$ cat src/rtl/vga_pkg.sv
// -----------------------------------------------------------------------------
// vga_pkg
// Shared types and constants for the VGA pattern generator slice.
//   pattern_mode_e : pattern select encoding (solid, bars, checker, gradient)
//   H_ACTIVE_DEF   : default active pixels per line
//   V_ACTIVE_DEF   : default active lines per frame
//   FRAME_W        : width of the scroll frame counter
//   bar_rot()      : channel rotation (k mod 3) for bar index k, table based
// -----------------------------------------------------------------------------
package vga_pkg;

    typedef enum logic [1:0] {
        MODE_SOLID    = 2'd0,
        MODE_BARS     = 2'd1,
        MODE_CHECKER  = 2'd2,
        MODE_GRADIENT = 2'd3
    } pattern_mode_e;

    localparam int H_ACTIVE_DEF = 640;
    localparam int V_ACTIVE_DEF = 480;
    localparam int FRAME_W      = 8;

    // Bar index is at most 7, so a lookup replaces a modulo-3 operator.
    function automatic logic [1:0] bar_rot(input logic [2:0] k);
        case (k)
            3'd0, 3'd3, 3'd6: bar_rot = 2'd0;
            3'd1, 3'd4, 3'd7: bar_rot = 2'd1;
            default:          bar_rot = 2'd2;
        endcase
    endfunction

endpackage

$ cat src/rtl/vga_pixel_position.sv
// -----------------------------------------------------------------------------
// vga_pixel_position
// Tracks the current pixel position from the active-low blank strobes.
// Optional feature macro: VGA_PATTERN_SCROLL_EN (adds an 8-bit frame counter).
// Ports:
//   clk_i        pixel clock
//   rst_i        asynchronous active-high reset
//   hblank_n_i   horizontal blank, 0 = blanking
//   vblank_n_i   vertical blank, 0 = blanking
//   x_o          column of the current pixel (saturates at H_ACTIVE-1)
//   y_o          row of the current pixel (saturates at V_ACTIVE-1)
//   frame_o      frame count, wraps at 255 (VGA_PATTERN_SCROLL_EN only)
// -----------------------------------------------------------------------------
module vga_pixel_position
    import vga_pkg::*;
#(
    parameter int H_ACTIVE = H_ACTIVE_DEF,
    parameter int V_ACTIVE = V_ACTIVE_DEF,
    localparam int XW = $clog2(H_ACTIVE),
    localparam int YW = $clog2(V_ACTIVE)
) (
    input  logic          clk_i,
    input  logic          rst_i,
    input  logic          hblank_n_i,
    input  logic          vblank_n_i,
    output logic [XW-1:0] x_o,
    output logic [YW-1:0] y_o
`ifdef VGA_PATTERN_SCROLL_EN
    ,
    output logic [FRAME_W-1:0] frame_o
`endif
);

    localparam logic [XW-1:0] X_MAX = XW'(H_ACTIVE - 1);
    localparam logic [YW-1:0] Y_MAX = YW'(V_ACTIVE - 1);

    logic          hblank_n_q;
    logic [XW-1:0] x_q, x_d;
    logic [YW-1:0] y_q, y_d;
    logic          hblank_fall;

    assign hblank_fall = hblank_n_q & ~hblank_n_i;

    // NOTE: every combinational output gets a default first so no path leaves it unassigned (no latch).
    always_comb begin
        x_d = x_q;
        if (!hblank_n_i) begin
            x_d = '0;
        end else if (vblank_n_i && (x_q != X_MAX)) begin
            x_d = x_q + XW'(1);
        end
    end

    always_comb begin
        y_d = y_q;
        if (!vblank_n_i) begin
            y_d = '0;
        end else if (hblank_fall && (y_q != Y_MAX)) begin
            y_d = y_q + YW'(1);
        end
    end

    // Edge-detect copy resets to "blanking" so a release during an active
    // line cannot fake a falling edge; counting restarts at the next blank.
    // NOTE: state registers use non-blocking assignments so all flops update together.
    always_ff @(posedge clk_i or posedge rst_i) begin
        if (rst_i) begin
            hblank_n_q <= 1'b0;
            x_q        <= '0;
            y_q        <= '0;
        end else begin
            hblank_n_q <= hblank_n_i;
            x_q        <= x_d;
            y_q        <= y_d;
        end
    end

    assign x_o = x_q;
    assign y_o = y_q;

`ifdef VGA_PATTERN_SCROLL_EN
    logic               vblank_n_q;
    logic [FRAME_W-1:0] frame_q;

    // Copy resets to "active" so a release mid-frame does not count a frame.
    always_ff @(posedge clk_i or posedge rst_i) begin
        if (rst_i) begin
            vblank_n_q <= 1'b1;
            frame_q    <= '0;
        end else begin
            vblank_n_q <= vblank_n_i;
            if (vblank_n_i && !vblank_n_q) begin
                frame_q <= frame_q + FRAME_W'(1);
            end
        end
    end

    assign frame_o = frame_q;
`endif

endmodule

$ cat src/rtl/vga_pattern_generator.sv
// -----------------------------------------------------------------------------
// vga_pattern_generator
// Registered RGB test-pattern source: solid, vertical bars, checkerboard or
// horizontal gradient. The pattern mode is latched only during vertical blank.
// Optional feature macro: VGA_PATTERN_SCROLL_EN (horizontal scroll by frame).
// Ports:
//   i_clk                    pixel clock
//   i_rst                    asynchronous active-high reset
//   i_hblank_n, i_vblank_n   blank strobes from the sync generator, 0 = blank
//   i_mode                   0 solid, 1 bars, 2 checker, 3 gradient
//   i_color_a, i_color_b     colours packed {R,G,B}, sampled every pixel
//   o_r, o_g, o_b            registered colour, 0 while blanking
//   o_hblank_n, o_vblank_n   blank strobes aligned with the colour data
// -----------------------------------------------------------------------------
module vga_pattern_generator
    import vga_pkg::*;
#(
    parameter int COLOR_W   = 4,
    parameter int H_ACTIVE  = H_ACTIVE_DEF,
    parameter int V_ACTIVE  = V_ACTIVE_DEF,
    parameter int NUM_BARS  = 3,
    parameter int CELL_LOG2 = 5
) (
    input  logic                 i_clk,
    input  logic                 i_rst,
    input  logic                 i_hblank_n,
    input  logic                 i_vblank_n,
    input  logic [1:0]           i_mode,
    input  logic [3*COLOR_W-1:0] i_color_a,
    input  logic [3*COLOR_W-1:0] i_color_b,
    output logic [COLOR_W-1:0]   o_r,
    output logic [COLOR_W-1:0]   o_g,
    output logic [COLOR_W-1:0]   o_b,
    output logic                 o_hblank_n,
    output logic                 o_vblank_n
);

    localparam int XW = $clog2(H_ACTIVE);
    localparam int YW = $clog2(V_ACTIVE);
    localparam int CW = 3 * COLOR_W;
    localparam int BW = H_ACTIVE / NUM_BARS;
    localparam logic [XW-1:0] X_MAX    = XW'(H_ACTIVE - 1);
    localparam logic [XW-1:0] BW_M1    = XW'(BW - 1);
    localparam logic [2:0]    BAR_LAST = 3'(NUM_BARS - 1);

    logic [XW-1:0] x;
    logic [YW-1:0] y;
    logic [XW-1:0] xs;        // pattern column, scrolled when enabled
    logic          xs_wrap;
    logic [2:0]    pre_idx;
    logic [XW-1:0] pre_cnt;

`ifdef VGA_PATTERN_SCROLL_EN
    logic [FRAME_W-1:0] frame;
`endif

    vga_pixel_position #(
        .H_ACTIVE (H_ACTIVE),
        .V_ACTIVE (V_ACTIVE)
    ) u_pos (
        .clk_i      (i_clk),
        .rst_i      (i_rst),
        .hblank_n_i (i_hblank_n),
        .vblank_n_i (i_vblank_n),
        .x_o        (x),
        .y_o        (y)
`ifdef VGA_PATTERN_SCROLL_EN
        ,
        .frame_o    (frame)
`endif
    );

`ifdef VGA_PATTERN_SCROLL_EN
    localparam int SW = ((XW > FRAME_W) ? XW : FRAME_W) + 1;

    logic [SW-1:0] x_sum;
    logic [SW-1:0] f_ext;
    logic [XW-1:0] line_start;

    // x and frame are both below H_ACTIVE, so one conditional subtract is a
    // complete modulo.
    assign x_sum      = SW'(x) + SW'(frame);
    assign xs         = (x_sum >= SW'(H_ACTIVE)) ? XW'(x_sum - SW'(H_ACTIVE)) : XW'(x_sum);
    assign f_ext      = SW'(frame);
    assign line_start = (f_ext >= SW'(H_ACTIVE)) ? XW'(f_ext - SW'(H_ACTIVE)) : XW'(f_ext);
    assign xs_wrap    = (xs == X_MAX);

    // Bar index/offset of the first pixel of a line, found by comparing
    // against constant bar edges instead of dividing.
    always_comb begin
        pre_idx = '0;
        pre_cnt = line_start;
        for (int k = 1; k < NUM_BARS; k++) begin
            if (line_start >= XW'(k * BW)) begin
                pre_idx = 3'(k);
                pre_cnt = line_start - XW'(k * BW);
            end
        end
    end
`else
    assign xs      = x;
    assign xs_wrap = 1'b0;
    assign pre_idx = '0;
    assign pre_cnt = '0;
`endif

    // Only some position bits feed the pattern logic.
    logic unused_pos;
    assign unused_pos = ^{x, y};

    // ---------------------------------------------------------------- state
    pattern_mode_e mode_q, mode_d;
    logic [2:0]    bar_idx_q, bar_idx_d;
    logic [XW-1:0] bar_cnt_q, bar_cnt_d;
    logic [CW-1:0] pix;
    logic          active;

    assign active = i_hblank_n & i_vblank_n;

    // Sampled on every vblank cycle, including the last one before release.
    assign mode_d = i_vblank_n ? mode_q : pattern_mode_e'(i_mode);

    // Bar counters track the column; the last bar saturates and absorbs
    // the remainder of H_ACTIVE/NUM_BARS.
    always_comb begin
        bar_idx_d = bar_idx_q;
        bar_cnt_d = bar_cnt_q;
        if (!i_hblank_n) begin
            bar_idx_d = pre_idx;
            bar_cnt_d = pre_cnt;
        end else if (i_vblank_n) begin
            if (xs_wrap) begin
                bar_idx_d = '0;
                bar_cnt_d = '0;
            end else if (bar_cnt_q == BW_M1) begin
                bar_cnt_d = '0;
                if (bar_idx_q != BAR_LAST) begin
                    bar_idx_d = bar_idx_q + 3'd1;
                end
            end else begin
                bar_cnt_d = bar_cnt_q + XW'(1);
            end
        end
    end

    // -------------------------------------------------------- pattern select
    logic [COLOR_W-1:0] a_r, a_g, a_b, grad;

    assign a_r  = i_color_a[CW-1 -: COLOR_W];
    assign a_g  = i_color_a[2*COLOR_W-1 -: COLOR_W];
    assign a_b  = i_color_a[COLOR_W-1:0];
    assign grad = xs[XW-1 -: COLOR_W];

    always_comb begin
        pix = i_color_a;
        case (mode_q)
            MODE_SOLID: pix = i_color_a;
            MODE_BARS: begin
                case (bar_rot(bar_idx_q))
                    2'd1:    pix = {a_b, a_r, a_g};
                    2'd2:    pix = {a_g, a_b, a_r};
                    default: pix = i_color_a;
                endcase
            end
            MODE_CHECKER: pix = (xs[CELL_LOG2] ^ y[CELL_LOG2]) ? i_color_b : i_color_a;
            MODE_GRADIENT: begin
                pix = {(|a_r) ? grad : {COLOR_W{1'b0}},
                       (|a_g) ? grad : {COLOR_W{1'b0}},
                       (|a_b) ? grad : {COLOR_W{1'b0}}};
            end
            default: pix = i_color_a;
        endcase
    end

    // --------------------------------------------------------- output stage
    logic [CW-1:0] rgb_q;
    logic          hblank_n_q, vblank_n_q;

    always_ff @(posedge i_clk or posedge i_rst) begin
        if (i_rst) begin
            mode_q     <= MODE_SOLID;
            bar_idx_q  <= '0;
            bar_cnt_q  <= '0;
            rgb_q      <= '0;
            hblank_n_q <= 1'b0;
            vblank_n_q <= 1'b0;
        end else begin
            mode_q     <= mode_d;
            bar_idx_q  <= bar_idx_d;
            bar_cnt_q  <= bar_cnt_d;
            // Gating with the current strobes equals gating with the
            // delayed copies, since both leave this same stage.
            rgb_q      <= active ? pix : '0;
            hblank_n_q <= i_hblank_n;
            vblank_n_q <= i_vblank_n;
        end
    end

    assign o_r        = rgb_q[CW-1 -: COLOR_W];
    assign o_g        = rgb_q[2*COLOR_W-1 -: COLOR_W];
    assign o_b        = rgb_q[COLOR_W-1:0];
    assign o_hblank_n = hblank_n_q;
    assign o_vblank_n = vblank_n_q;

endmodule

$ cat config.mk
export PLATFORM = sky130hd
export DESIGN_NAME = vga_pattern_generator
export DESIGN_NICKNAME = d
export VERILOG_FILES = /design/src/rtl/vga_pkg.sv /design/src/rtl/vga_pixel_position.sv /design/src/rtl/vga_pattern_generator.sv
export SDC_FILE = /design/constraint.sdc
export NUM_CORES = 1
export LEC_CHECK = 0
export CORE_ASPECT_RATIO = 1.1
export CORE_MARGIN = 10
export CORE_UTILIZATION = 55
export DETAILED_ROUTE_END_ITERATION = 12
export PLACE_DENSITY = 0.8
export SETUP_SLACK_MARGIN = 0.5
export SLEW_MARGIN = 30
export SYNTH_ARGS = -nofsm -noshare
export SYNTH_HDL_FRONTEND = slang
export SYNTH_SLANG_ARGS = --single-unit
$ cat constraint.sdc
create_clock -name i_clk -period 2.12 [get_ports i_clk]
set_clock_uncertainty 0.05 [all_clocks]
set_input_delay 0.424 -clock i_clk [delete_from_list [all_inputs] [get_ports i_clk]]
set_output_delay 0.424 -clock i_clk [all_outputs]
set_load 0.02 [all_outputs]
**After elaboration in Yosys (flattened, before gate mapping)**

Index checks and enable logic that the tools add are counted.

- Equality and inequality tests: 19
- Add/sub/neg operators: 4
- Bitwise gates (word level): 4
- Reduce and logical (&&, ||, !) cells: 10
- Multiplexer cells: 20

Operators with widths:

| operator | count |
|---|---|
| 2-to-1 mux 10 bit | 5 |
| one-hot mux 12 bit (4 select lines) | 1 |
| 2-to-1 mux 12 bit | 2 |
| one-hot mux 12 bit (2 select lines) | 1 |
| adder 10 x 1 -> 10 bit (second input constant) | 2 |
| 2-to-1 mux 9 bit | 2 |
| 2-to-1 mux 3 bit | 4 |
| 2-to-1 mux 4 bit | 3 |
| OR reduction 4 bit | 3 |
| == test 10 x 8 -> 1 bit (second input constant) | 1 |
| inequality test 10 bit (second input constant) | 1 |
| inequality test 2 x 1 -> 1 bit (second input constant) | 5 |
| adder 9 x 1 -> 9 bit (second input constant) | 1 |
| == test 3 bit (second input constant) | 3 |
| inequality test 9 bit (second input constant) | 1 |
| == test 2 bit (second input constant) | 3 |
| OR reduction 3 bit | 2 |
| == test 2 x 1 -> 1 bit (second input constant) | 2 |
| one-hot mux 2 bit (2 select lines) | 1 |
| adder 3 x 1 -> 3 bit (second input constant) | 1 |
| == test 3 x 1 -> 1 bit (second input constant) | 1 |
| == test 3 x 2 -> 1 bit (second input constant) | 1 |
| zero test 3 bit | 1 |
| inequality test 3 x 2 -> 1 bit (second input constant) | 1 |
| 7 further kinds | 9 |

- Word-level logic and storage cells: 65
- Output and inout port bits: 14
- Register bits: 48

**Logic depth before layout (Yosys ltp)**

Gate-level depths: netlist of run 1.

- Depth after elaboration: 8
- Depth in mapped cells: 7
- Gate-level depth less buffers: 6

**Hierarchy**

A second synthesis of run 1 with hierarchy kept.

- Cells, all modules: 316
- Area total of the unflattened synthesis: 3,071.7 sq um

Modules (own cells, without submodules):

| module | area each (sq um) | times used | cells each |
|---|---|---|---|
| vga_pattern_generator | 2,010.7 | 1 | 212 |
| vga_pixel_position | 1,061.0 | 1 | 104 |

**Least setup slack after synthesis of run 1**

Ideal clock, no wire load.

- Path kind: register -> register
- Start point: register bar_idx_q[0]
- End point: register rgb_q[4]
- Arrival: 1.563 ns
- Period minus slack after synthesis: 1.740 ns
- Cell stages (with the launch flop): 7
- Path slack: 0.380 ns
- Data required time: 1.943 ns
- Cells stage by stage: dfrtp_1 > ha_1 > ha_1 > a211oi_2 > buf_6 > o311a_1 > o211ai_2

- Cells in the longest elaborated chain, start to end: 8

RTL lines:

| element | RTL line | text |
|---|---|---|
| start: declaration | vga_pattern_generator.sv:113 | `logic [2:0] bar_idx_q, bar_idx_d;` |
| start signal: assignment | vga_pattern_generator.sv:189 | `bar_idx_q <= bar_idx_d;` |
| == test 3 x 1 -> 1 bit, or another cell as far along | vga_pkg.sv:25 | `case (k)` |
| OR reduction 3 bit | vga_pkg.sv:25 |  |
| one-hot mux 2 bit (2 select lines) (*) | vga_pkg.sv:25 |  |
| 2-to-1 mux 2 bit (*) | vga_pattern_generator.sv:156 | `case (mode_q)` |
| == test 2 bit / == test 2 x 1 -> 1 bit (equally long branches) | vga_pattern_generator.sv:159 | `case (bar_rot(bar_idx_q))` |
| one-hot mux 12 bit (2 select lines) (*) | vga_pattern_generator.sv:159 |  |
| one-hot mux 12 bit (4 select lines) (*) | vga_pattern_generator.sv:156 |  |
| 2-to-1 mux 12 bit (*) | vga_pattern_generator.sv:193 | `rgb_q <= active ? pix : '0;` |
| end signal: assignment | vga_pattern_generator.sv:193 |  |
| end: declaration | vga_pattern_generator.sv:176 | `logic [CW-1:0] rgb_q;` |

Every way passes the cells marked *; elsewhere a longest branch is shown, timed or not. The select of a mux whose other input is x is not followed.
A chain may end at the register's enable or synchronous reset.

**Final worst setup path of run 1**

- Start point: register bar_idx_q[1]
- End point: register rgb_q[9]

Same word-level chain as after synthesis.

==> summary.md, run 1 <==
| Metric | Value |
|---|---|
| Setup TNS Final | `0 ps` |
| Crit path DAT | `1920 ps` |
| Unrepaired setup endpoints after global routing | `true` |
| CTS tree | `done` |
| Share of power burned in registers | `49.4%` |
| Comb power frac | `15.5%` |
| Fin. max-slew vios | `0` |
| Layout Utilization | `73.8%` |
| Switching power | `0.000503 W` |
| Io pins | `44` |
| Hold Crit Class | `in2async` |
| Setup crit end kind | `flip-flop` |
| DRC | `0` |
| Tcrit/Tclk final | `81.7%` |
| Yosys cell types | `54` |
| Post-layout min period | `1730 ps` |
| Layout cells sized above 1 | `22.1%` |
| Area of the multi-input gates | `1880 µm²` |
| Cell Rows | `28` |
| Clock insertion delay at the later pin of the skew report | `310 ps` |
| Design area | `4040 µm²` |
| EDFF count, synth | `0` |
| Seq cells post-synth | `48` |
| CORE AREA | `5470 µm²` |
| Switch share | `25.7%` |
| Placed Area | `3770 µm²` |
| Avg Cell Area, Syn | `9.67 µm²` |
| Critical path type | `reg2reg` |
| Mapped cell area | `3130 µm²` |
| Routed vias | `2748` |
| Critical Path End | `rgb_q[9]$_DFF_PP0_` |
| Drt pass-1 iters | `4` |
| CTS max path bufs | `2` |
| Ys async rst share | `100%` |
| Crit Path Max Fanout | `12` |
| Post-synth top area cell | `dfrtp_1` |
| Status | `complete, no violations` |
| Critical Path Start | `bar_idx_q[1]$_DFFE_PP0P_` |
| Input/output buffers | `43` |
| Worst-path clk slew | `100 ps` |
| RR Endpoint | `rgb_q[9]$_DFF_PP0_` |
| Antenna Nets Post-Route | `0` |
| Number of DRC markers in iteration 0 | `147` |
| Die Span Y | `99.2 µm` |
| Starting density of the core | `57.3%` |
| Top post-synthesis cells by area | `dfrtp_1, o211ai_2, o21ai_0, nand2_1, ha_1` |
| Fmax | `577 MHz` |
| Crit start category | `flip-flop` |
| R2R Path Start | `bar_idx_q[1]$_DFFE_PP0P_` |
| Top FF cell, synth | `dfrtp_1` |
| Setup Viol. Count Final | `0` |
| Dpl hpwl | `5.23 mm` |
| Number of fill cells | `398` |
| H-Tree Depth | `2` |
| Vias in the first global route | `2605` |
| Worst Reg2Reg Path Length in Cells | `7` |
| CTS sink count | `48` |
| Req. time, crit path | `2300 ps` |
| Grt ovf | `0` |
| WP depth | `7` |
| Reg2Reg Setup Slack | `390 ps` |
| Worst stage delay on the critical path | `420 ps` |
| Pwr dens | `484 nW/µm²` |
| Max_cap viols | `0` |
| Largest net degree at the start of global routing | `49` |
| Hold Vio Cnt, Final | `0` |
| Die Width | `92.0 µm` |
| Sequential share of the synthesized area | `38.3%` |
| Initial antenna violation count | `0` |
| Avg WL per Cell | `16.7 µm` |
| Nets | `428` |
| DIE AREA | `9120 µm²` |
| Root Driver | `clkbuf_8` |
| First-pass GRT wire length | `12.6 mm` |
| Clock power share | `35.1%` |
| GRT Total Usage | `16.3%` |
| Yosys top cell area share | `38.3%` |
| Worst path slowest cell | `dfrtp_1` |
| DR vias/cell | `5.92` |
| Hold Slack | `400 ps` |
| Diode count | `0` |
| Maximum vdd drop | `0.449 mV` |
| Worst-margin pin slew | `450 ps` |
| Top Family by Delay on Critical Path | `compound AO/OA/AOI/OAI gates` |
| Synth-to-layout area growth | `28.8%` |
| Crit-path cells | `inv_2, ha_4, nor2b_4, a211oi_4, buf_4, o21ai_0, o211ai_2` |
| Crit path buf inv count | `2` |
| Gp weighted congestion | `0.905` |
| Top cells by count, synth | `dfrtp_1, nand2_1, o21ai_0` |
| Mapped Cells | `324` |
| Slew headroom | `69.7%` |
| Leakage power | `1.77 nW` |
| Final wirelength | `7.73 mm` |
| Syn_nets | `364` |
| Num CTS Buffers | `5` |
| Most frequent cell after synthesis | `dfrtp_1` |
| Yosys warnings | `0` |
| Int Pwr | `0.00145 W` |
| Sequential cell area | `1200 µm²` |
worst min path at each step:
stage | from | to | slack, ps | depth (start not counted)
after floorplan | i_vblank_n | o_vblank_n$_DFF_PP0_ | 410 | 0
after global placement | u_pos.y_o[1]$_DFFE_PP0P_ | u_pos.y_o[1]$_DFFE_PP0P_ | 460 | 2
after detailed placement | u_pos.y_o[1]$_DFFE_PP0P_ | u_pos.y_o[1]$_DFFE_PP0P_ | 480 | 2
after CTS | i_rst | u_pos.x_o[5]$_DFFE_PP0P_ | 420 | 3
after global routing | i_rst | u_pos.x_o[5]$_DFFE_PP0P_ | 420 | 3
final | i_rst | u_pos.x_o[3]$_DFFE_PP0P_ | 400 | 3
power by group through the flow:
stage / Sequential [W] / Combinational, W / Clock [W]
after CTS: 0.000962 / 0.000299 / 0.000707
after global placement: 0.000981 / 0.000295 / 0
after detailed placement: 0.000982 / 0.000297 / 0
after global routing: 0.000969 / 0.000330 / 0.000748
after floorplan: 0.000996 / 0.000123 / 0
final: 0.000965 / 0.000303 / 0.000687
cell type report:
cell class / instances / area share, %
clock buffers: 5 / 1.71
flip-flops and latches: 48 / 29.8
clock inverters: 3 / 1.18
multi-input cells: 237 / 46.5
repair buffers: 73 / 16.3
inverters: 23 / 2.14
well taps: 75 / 2.33
cells in the final DEF (no fill, tap or decap), types with 7 or more instances in the layout:
cell type        Yosys  final
dfrtp_1             48     46
nand2_1             36     35
clkdlybuf4s50_1      0     27
o21ai_0             28     26
buf_4                1     26
inv_1               23     20
dlygate4sd2_1        0     16
and2_1              15     14
nand3_1             14     13
o311a_1             12     12
o2bb2a_1            12     12
o211ai_2            12     12
xnor2_1             10     10
nand2b_1             7      7
worst min-delay path, cell delays in order:
cell             delay [ps]
clkdlybuf4s50_1         410
inv_2                    70
buf_12                  240
logic make-up after synthesis:
| group | count (synthesis) | synth area share, % |
|---|---|---|
| mux | 9 | 3.11 |
| flops | 48 | 38.3 |
| buf+inv | 40 | 5.91 |
| fa+ha+maj | 10 | 3.99 |
| simple gates | 111 | 20.4 |
| xor+xnor | 13 | 3.63 |
| compound gates | 93 | 24.6 |
sequential cells by signal, indices dropped and copies added, names as in the netlist:
name              count
u_pos.y_o             9
rgb_q                12
u_pos.x_o            10
o_vblank_n            1
u_pos.hblank_n_q      1
bar_cnt_q            10
bar_idx_q             3
mode_q                2
routing by layer:
layer | vias to the layer above | routed length, µm | GRT usage (%)
li1 | 1316 | - | -
met2 | 88 | 3640 | 26.1
met4 | 0 | 95 | 4.63
met1 | 1335 | 3580 | 21.6
met3 | 9 | 415 | 3.46
met5 | - | 0 | 0
per-stage QoR:
step	power, W	instances	setup slack (ps)
global placement	0.00128	447	-13.5
floorplan	0.00112	324	493
CTS	0.00197	460	400
global route	0.00205	464	321
finish	0.00195	464	388
detailed placement	0.00128	447	13.5
timing repair:
| item | CTS | global route |
|---|---|---|
| cloned | 2 | 1 |
| hold buffers | 0 | 0 |
| setup endpoints to repair | 39 | 22 |
| gates resized for setup | 30 | 11 |
| setup buffers | 3 | 3 |
| hold endpoints to repair | 0 | 0 |
(Power assumes the default switching activity.)
==> run 2, diff against run 1 <==
==> constraint.sdc (replaced) <==
create_clock -name i_clk -period 1.6 [get_ports i_clk]
set_clock_uncertainty 0.05 [all_clocks]
set_input_delay 0.32 -clock i_clk [delete_from_list [all_inputs] [get_ports i_clk]]
set_output_delay 0.32 -clock i_clk [all_outputs]
set_load 0.02 [all_outputs]
==> summary.md, run 2 (same netlist as run 1, synthesis figures left out) <==
| Metric | Value |
|---|---|
| H-Tree Depth | `2 (unchanged)` |
| Biggest register | `rgb_q` |
| Slew headroom | `64.8% (-4.9 points)` |
| Setup TNS Final | `-1470 ps (-1470 ps)` |
| Top Family by Delay on Critical Path | `compound AO/OA/AOI/OAI gates` |
| Largest net degree at the start of global routing | `26 (-47%)` |
| Crit path buf inv count | `1 (-1)` |
| Layout cells sized above 1 | `43.1% (+21 points)` |
| Reg2Reg Setup Slack | `-250 ps (-640 ps)` |
| Worst Reg2Reg Path Length in Cells | `6 (-1)` |
| Grt met1 use | `25.6% (+4.0 points)` |
| Setup Viol. Count Final | `15 (+15)` |
| Setup crit end kind | `flip-flop` |
| Io pins | `44 (unchanged)` |
| Design area | `4820 µm² (+20%)` |
| Hold Vio Cnt, Final | `0 (unchanged)` |
| Crit-path cells | `inv_2, ha_4, mux2_4, o21ai_0, o311a_1, o211ai_2` |
| WP depth | `6 (-1)` |
| Clock insertion delay at the later pin of the skew report | `310 ps (about the same)` |
| Crit start category | `flip-flop` |
| Req. time, crit path | `1750 ps (-550 ps)` |
| Crit Path Max Fanout | `12 (unchanged)` |
| Die Width | `92.0 µm (unchanged)` |
| Die Span Y | `99.2 µm (unchanged)` |
| Final wirelength | `11.3 mm (+47%)` |
| Met3 Use GR | `3.16% (-0.30 points)` |
| DR vias/cell | `6.32 (+6.7%)` |
| First-pass GRT wire length | `15.7 mm (+25%)` |
| DRC | `0 (unchanged)` |
| Leakage power | `2.11 nW (+20%)` |
| Synth-to-layout area growth | `54.0%` |
| Max FFs per register | `12 (unchanged)` |
| DIE AREA | `9120 µm² (unchanged)` |
| Fmax | `539 MHz (-6.6%)` |
| Num CTS Buffers | `5 (unchanged)` |
| Diode count | `0 (unchanged)` |
| Worst path slowest cell | `dfrtp_1` |
| Number of DRC markers in iteration 0 | `370 (+150%)` |
| Worst-margin pin slew | `522 ps (+72.3 ps)` |
| Hold Crit Class | `in2async` |
| Vias in the first global route | `2984 (+15%)` |
| Pwr dens | `573 nW/µm² (+18%)` |
| Dpl hpwl | `6.09 mm (+17%)` |
| Fin. max-slew vios | `0 (unchanged)` |
| Maximum vdd drop | `0.574 mV (+28%)` |
| Tcrit/Tclk final | `116% (+34 points)` |
| Critical Path Start | `bar_idx_q[1]$_DFFE_PP0P_` |
| GRT Total Usage | `21.0% (+4.7 points)` |
| Critical Path End | `rgb_q[7]$_DFF_PP0_` |
| CORE AREA | `5470 µm² (unchanged)` |
| Grt ovf | `0 (unchanged)` |
| CTS sink count | `48 (unchanged)` |
| Met2 Track Usage GR | `37.7% (+12 points)` |
| RR Endpoint | `rgb_q[7]$_DFF_PP0_` |
| Worst stage delay on the critical path | `430 ps (about the same)` |
| Worst-path clk slew | `100 ps (about the same)` |
| R2R Path Start | `bar_idx_q[1]$_DFFE_PP0P_` |
| Placed Area | `4090 µm² (+8.5%)` |
| Antenna Nets Post-Route | `0 (unchanged)` |
| Final setup margin | `-255 ps (-643 ps)` |
| Root Driver | `clkbuf_8` |
| Routed vias | `3273 (+19%)` |
| Avg WL per Cell | `21.9 µm (+31%)` |
| Drt pass-1 iters | `5 (+1)` |
| Cts hold-fix bufs | `0 (unchanged)` |
| Input/output buffers | `43 (unchanged)` |
| CTS max path bufs | `2 (unchanged)` |
| Top Usage Layer GRT | `met2` |
| Number of fill cells | `250 (-37%)` |
| Initial antenna violation count | `0 (unchanged)` |
| Cell Rows | `28 (unchanged)` |
| CTS tree | `done` |
| Crit path DAT | `2010 ps (+90 ps)` |
| Max_cap viols | `0 (unchanged)` |
| Nets | `482 (+13%)` |
| Commonest non-fill, non-tap cells in the layout | `buf_4, dfrtp_1, buf_6` |
| Most common cell after layout, fill and taps aside | `buf_4` |
| Post-layout min period | `1850 ps (+123 ps)` |
| Gp weighted congestion | `0.896 (-0.98%)` |
| Critical path type | `reg2reg` |
| Starting density of the core | `57.3% (unchanged)` |
| Unrepaired setup endpoints after global routing | `true` |
| Failing checks | `setup timing` |
| Status | `finished with violations` |
## run 2: cell types whose count changed in the layout (fill, tap and decap cells not counted), sizes merged, moves of 2 or more
cell	previous run	this run
clkinvlp	0	2
dlygate4sd2	16	1
mux2	3	5
buf	30	97
## run 2: power by group
group	switching (W)	internal, W
Combinational	0.000252	0.000302
Clock	0.000460	0.000464
Sequential	0.0000372	0.00125
## run 2: area by class of cell
class / instances / area, µm² / share of cell area, %
Inverter: 23 / 90.1 / 1.87
Clock buffer: 5 / 68.8 / 1.43
Clock inverter: 3 / 42.5 / 0.882
Tap cell: 75 / 93.8 / 1.95
Timing Repair Buffer: 126 / 1200 / 24.9
Sequential cell: 48 / 1210 / 25.0
Multi-Input combinational cell: 238 / 2120 / 44.0
## run 2: through the flow
step	worst slack (ps)	cells	utilization [%]	total power, W	hold slack, ps
after floorplan	-26.8	324	-	0.00150	300
after global placement	-310	471	74.9	0.00174	489
after detailed placement	-428	471	74.9	0.00175	497
after CTS	-90.2	506	84.4	0.00270	304
after global routing	-291	518	88.3	0.00283	330
final	-255	518	88.3	0.00276	289
## run 2: worst min path at each step
stage	end	slack (ps)	cells past startpoint
final	u_pos.x_o[8]$_DFFE_PP0P_	290	2
after global routing	u_pos.x_o[6]$_DFFE_PP0P_	330	2
after floorplan	bar_cnt_q[0]$_DFFE_PP0P_	300	1
after detailed placement	bar_cnt_q[0]$_DFFE_PP0P_	500	3
after global placement	bar_cnt_q[0]$_DFFE_PP0P_	490	3
after CTS	u_pos.x_o[8]$_DFFE_PP0P_	300	2
## run 2: repair_timing
action | CTS | global route
hold endpoints to repair | 0 | 0
cloned | 2 | 0
resized for setup | 136 | 25
pin swaps | 35 | 36
setup buffers | 25 | 12
endpoints found under the setup margin | 60 | 58
## run 2: worst register-to-register path, stage by stage (launching register included)
cell	delay, ps
dfrtp_1	430
inv_2	80
ha_4	190
mux2_4	350
o21ai_0	280
o311a_1	270
o211ai_2	100
## run 2: metal layers
metal	share of wire (%)	routed length [µm]
met1	38	4330
met2	51	5810
met3	6.6	751
met4	3.9	442
met5	0	0
